### config.mk
export PLATFORM = sky130hd
export DESIGN_NAME = ov7670_config_sequencer
export DESIGN_NICKNAME = d
export VERILOG_FILES = /design/src/rtl/ov7670_config_sequencer.sv
export SDC_FILE = /design/constraint.sdc
export NUM_CORES = 1
export LEC_CHECK = 0
export CAP_MARGIN = 10
export CORE_ASPECT_RATIO = 0.9
export CORE_MARGIN = 10
export CORE_UTILIZATION = 55
export DETAILED_ROUTE_END_ITERATION = 8
export GPL_ROUTABILITY_DRIVEN = 0
export GPL_TIMING_DRIVEN = 0
export PLACE_DENSITY = 0.83
export SLEW_MARGIN = 10
export SYNTH_ARGS = -nofsm -noshare
export SYNTH_HDL_FRONTEND = slang
export SYNTH_SLANG_ARGS = --single-unit
### constraint.sdc
create_clock -name clk -period 3.9 [get_ports clk]
set_input_delay 0.39 -clock clk [delete_from_list [all_inputs] [get_ports clk]]
set_output_delay 0.39 -clock clk [all_outputs]
set_load 0.05 [all_outputs]
### src/rtl/ov7670_config_sequencer.sv
// OV7670 configuration sequencer.
// Walks a synchronous config ROM from address 0 and issues one register write
// per entry to a downstream SCCB writer through a valid/ready handshake.
// 16'hFFFF ends the pass, and 16'hFFF0 inserts a DELAY_CYCLES-cycle pause.
// The pass also ends after the entry at LAST_ADDR.
// Ports:
//   clk, reset      - rising-edge clock; synchronous active-high reset
//   start           - one-cycle pulse; begins a pass from IDLE or DONE
//   rom_addr        - ROM address (8 bits); rom_dout is valid one cycle later
//   rom_dout        - ROM entry {register address, register data}
//   wr_valid        - write request, held until accepted
//   wr_reg_addr/data - payload of the pending write request
//   wr_ready        - writer can accept a request
//   busy            - pass in progress
//   done            - pass finished; held until start or reset
module ov7670_config_sequencer #(
   parameter int unsigned DELAY_CYCLES = 1_000_000,
   parameter logic [7:0]  LAST_ADDR    = 8'hFF
) (
   input  logic        clk,
   input  logic        reset,
   input  logic        start,
   output logic [7:0]  rom_addr,
   input  logic [15:0] rom_dout,
   output logic        wr_valid,
   output logic [7:0]  wr_reg_addr,
   output logic [7:0]  wr_reg_data,
   input  logic        wr_ready,
   output logic        busy,
   output logic        done
);

   // A zero delay request still spends one cycle in DELAY
   localparam int unsigned DELAY_EFF = (DELAY_CYCLES == 0) ? 1 : DELAY_CYCLES;
   localparam int unsigned CNT_W     = $clog2(DELAY_EFF + 1);
   localparam logic [15:0] END_MARK   = 16'hFFFF;
   localparam logic [15:0] DELAY_MARK = 16'hFFF0;

   typedef enum logic [2:0] {IDLE, FETCH, DECODE, SEND, DELAY, DONE} state_t;

   state_t           state;
   logic [CNT_W-1:0] delay_cnt;
   logic             last_entry_c;

   assign last_entry_c = (rom_addr == LAST_ADDR);

   // Sequencer FSM with registered outputs
   always_ff @(posedge clk) begin
      if (reset) begin
         state       <= IDLE;
         rom_addr    <= 8'd0;
         wr_valid    <= 1'b0;
         wr_reg_addr <= 8'd0;
         wr_reg_data <= 8'd0;
         busy        <= 1'b0;
         done        <= 1'b0;
         delay_cnt   <= '0;
      end else begin
         case (state)
            IDLE, DONE: begin
               if (start) begin
                  rom_addr <= 8'd0;
                  done     <= 1'b0;
                  busy     <= 1'b1;
                  state    <= FETCH;
               end
            end
            // ROM registers rom_addr during this cycle
            FETCH: state <= DECODE;
            DECODE: begin
               if (rom_dout == END_MARK) begin
                  busy  <= 1'b0;
                  done  <= 1'b1;
                  state <= DONE;
               end else if (rom_dout == DELAY_MARK) begin
                  delay_cnt <= CNT_W'(DELAY_EFF - 1);
                  state     <= DELAY;
               end else begin
                  wr_reg_addr <= rom_dout[15:8];
                  wr_reg_data <= rom_dout[7:0];
                  wr_valid    <= 1'b1;
                  state       <= SEND;
               end
            end
            SEND: begin
               if (wr_ready) begin
                  wr_valid <= 1'b0;
                  if (last_entry_c) begin
                     busy  <= 1'b0;
                     done  <= 1'b1;
                     state <= DONE;
                  end else begin
                     rom_addr <= rom_addr + 8'd1;
                     state    <= FETCH;
                  end
               end
            end
            // Counter runs DELAY_EFF-1 down to 0: DELAY_EFF cycles here
            DELAY: begin
               if (delay_cnt == '0) begin
                  if (last_entry_c) begin
                     busy  <= 1'b0;
                     done  <= 1'b1;
                     state <= DONE;
                  end else begin
                     rom_addr <= rom_addr + 8'd1;
                     state    <= FETCH;
                  end
               end else begin
                  delay_cnt <= delay_cnt - CNT_W'(1);
               end
            end
            default: state <= IDLE;
         endcase
      end
   end

endmodule

==> impl_metrics.json <==
{
  "outcome": "complete, no violations",
  "dr_total_vias": 2453,
  "critPathMaxStageDelay_ns": 0.49,
  "diodes": 0,
  "setup_viol": 0,
  "fp.dieH_um": 86.1,
  "grt-busiest-layer": "met2",
  "start_util": 0.584,
  "fill_cells": 365,
  "endpoint_kind": "register",
  "grt_util_met1": 0.193,
  "drv_slew": 0,
  "synth_cells": 294,
  "overflow": 0,
  "final_net_count": 369,
  "ys_ff_latch": 50,
  "grt_max_degree": 16,
  "p_leak_nw": 1.14,
  "drv_cap": 0,
  "wl_um": 6530,
  "critical_path.startpoint_type": "primary input",
  "grt_pass1_vias": 2439,
  "required_ns": 4.09,
  "numCtsBuffers": 5,
  "drt_drc_violations_left": 0,
  "multi_input_area_um2": 1550,
  "setup-tns-final_ns": 0,
  "grt.met3_usage": 0.0758,
  "gr-usage-met2": 0.256,
  "wl_per_cell_um": 16.0,
  "syn-num-nets": 317,
  "cts_buffer_depth": 2,
  "viasPerCell": 6.00,
  "fp-row-count": 23,
  "die_area_um2": 8050,
  "max_freq_mhz": 459,
  "tightest_slew_ns": 0.634,
  "hold_viol": 0,
  "clk_pin_slew_ns": 0.09,
  "first_iter_violations": 186,
  "grt_pass1_wl_um": 11100,
  "io_pins": 47,
  "arrival_ns": 2.37,
  "p_per_area_nw_per_um2": 344,
  "finalPower_w": 0.00114,
  "drive_gt1_frac": 0.101,
  "port_buffers": 45,
  "peakVddDrop_v": 0.000233,
  "synthDistinctLibCells": 57,
  "cts_htree_levels": 2,
  "antenna_found_initial": 0,
  "netlist_area_um2": 2670,
  "path_max_fanout": 10,
  "cp_slowest_cell": "clkdlybuf4s50_1",
  "ff_latch_area_um2": 1000,
  "dp.cells": 401,
  "insertion_delay_ns": 0.30,
  "fin_crit_sh": 0.558,
  "core_um2": 4580,
  "final_common_cell": "dfxtp_1",
  "finalClockSkew_ns": 0.00569,
  "critical_path.cell_chain": "clkdlybuf4s50_1, nand4_1, nor3_1, nand3_1, nand2b_1, a21oi_1",
  "fin_cells": 409,
  "grt_setup_unrepaired": "no",
  "die_x_um": 93.5,
  "fin_crit_ns": 2.18,
  "cts_resized": 0,
  "numClockSinks": 50,
  "ant_nets": 0,
  "cts_setup_buffers": 0,
  "grt_usage": 0.165,
  "root_buffer": "clkbuf_8",
  "yosys_warnings": 0,
  "cts_hold_buf": 0,
  "worstSetupPathType": "in -> reg",
  "tritoncts": "yes",
  "synth.avg_cell_area_um2": 9.09,
  "final_cell_mix": "50 x dfxtp_1, 45 x clkdlybuf4s50_1, 34 x nor2_1",
  "dp_hpwl_um": 4950,
  "firstDrtPassIters": 4,
  "seq_area_frac_synth": 0.375,
  "worstHoldPathType": "reg -> reg",
  "syn_to_final_growth_pct": 23.8,
  "slew_headroom": 0.570
}
[critical path: cells and delay by family]
family,cells,cell delay [ns]
AO/OA/AOI/OAI,1,0.07
buffers and inverters,1,0.49
AND/OR/NAND/NOR,4,1.41
[report_power, final]
part / leakage (nW) / switching (W) / internal (W)
Clock: 0.0579 / 0.000173 / 0.000189
Sequential: 0.405 / 0.0000130 / 0.000529
Combinational: 0.678 / 0.000140 / 0.0000922
Total: 1.14 / 0.000326 / 0.000811
[cell families after synthesis]
logic type | Yosys count | share of synthesized area
simple gates | 123 | 0.274
compound gates | 71 | 0.197
mux | 22 | 0.0824
xor+xnor | 4 | 0.0131
fa+ha+maj | 3 | 0.0141
flops | 50 | 0.375
buf+inv | 21 | 0.0450
[final timing paths]
check	slack [ns]	depth (start not counted)	end	start
setup reg to reg	1.76	9	delay_cnt[0]	delay_cnt[0]
setup / recovery	1.72	6	delay_cnt[8]	rom_dout[13]
hold reg to reg	0.46	2	done	done
hold / removal	0.46	2	done	done
[through the flow]
stage	hold WS, ns	area [um2]	util	setup slack (ns)
after CTS	0.466	3310	0.723	1.75
final	0.461	3310	0.723	1.72
after detailed placement	0.445	3200	0.699	1.42
after global routing	0.514	3310	0.723	1.49
after floorplan	0.471	2670	-	2.04
after global placement	0.439	3200	0.699	1.43
[cells in the mapped netlist, drive strengths merged]
cell     count  area, um2
mux2i       22        220
o311ai       1       8.76
a21oi       16       87.6
xnor2        2       17.5
a211oi      10       85.1
o211ai       2       15.0
a31oi        6       37.5
o31ai        5       65.1
buf          9       75.1
nor3        10       50.1
or3b         1       8.76
nand2b       6       37.5
a21boi       1       7.51
nor3b        3       33.8
o22ai        1       6.26
inv          6       22.5
nor2b        2       12.5
and4         2       17.5
a2111oi      1       15.0
xor2         2       17.5
nand3        9       50.1
nand4bb      1       27.5
o41ai        2       17.5
nor4b        1       23.8
nor4         4       55.1
dfxtp       50       1000
o21a         3       22.5
or4          4       30.0
or4b         1       10.0
clkbuf       6       22.5
nand4        7       43.8
nand2       17       63.8
and2         3       18.8
o21ai       13       65.1
a211o        1       8.76
o32ai        2       17.5
a311oi       7       67.6
ha           3       37.5
nor2        35        134
or2          2       12.5
or3         10       63.8
nand4b       2       17.5
and3         3       20.0
[area by class of cell]
type,instances,share of cell area
well taps,62,0.0234
clock inverters,3,0.0121
plain buffers,15,0.0295
multi-input cells,223,0.469
inverters,6,0.00681
clock buffers,5,0.0208
repair buffers,45,0.136
flip-flops and latches,50,0.303
[sequential cells by signal, summed over array words and instances (netlist names)]
signal	cells
busy	1
wr_valid	1
wr_reg_data	8
wr_reg_addr	8
done	1
state	3
rom_addr	8
delay_cnt	20
[per-layer routing]
metal / wire length, um / up-vias / share of wire
li1: - / 1209 / -
met2: 2820 / 97 / 0.43
met1: 2850 / 1135 / 0.44
met5: 0 / - / 0
met3: 762 / 12 / 0.12
met4: 97 / 0 / 0.015
No activity file was read; power rests on OpenSTA's default activity.
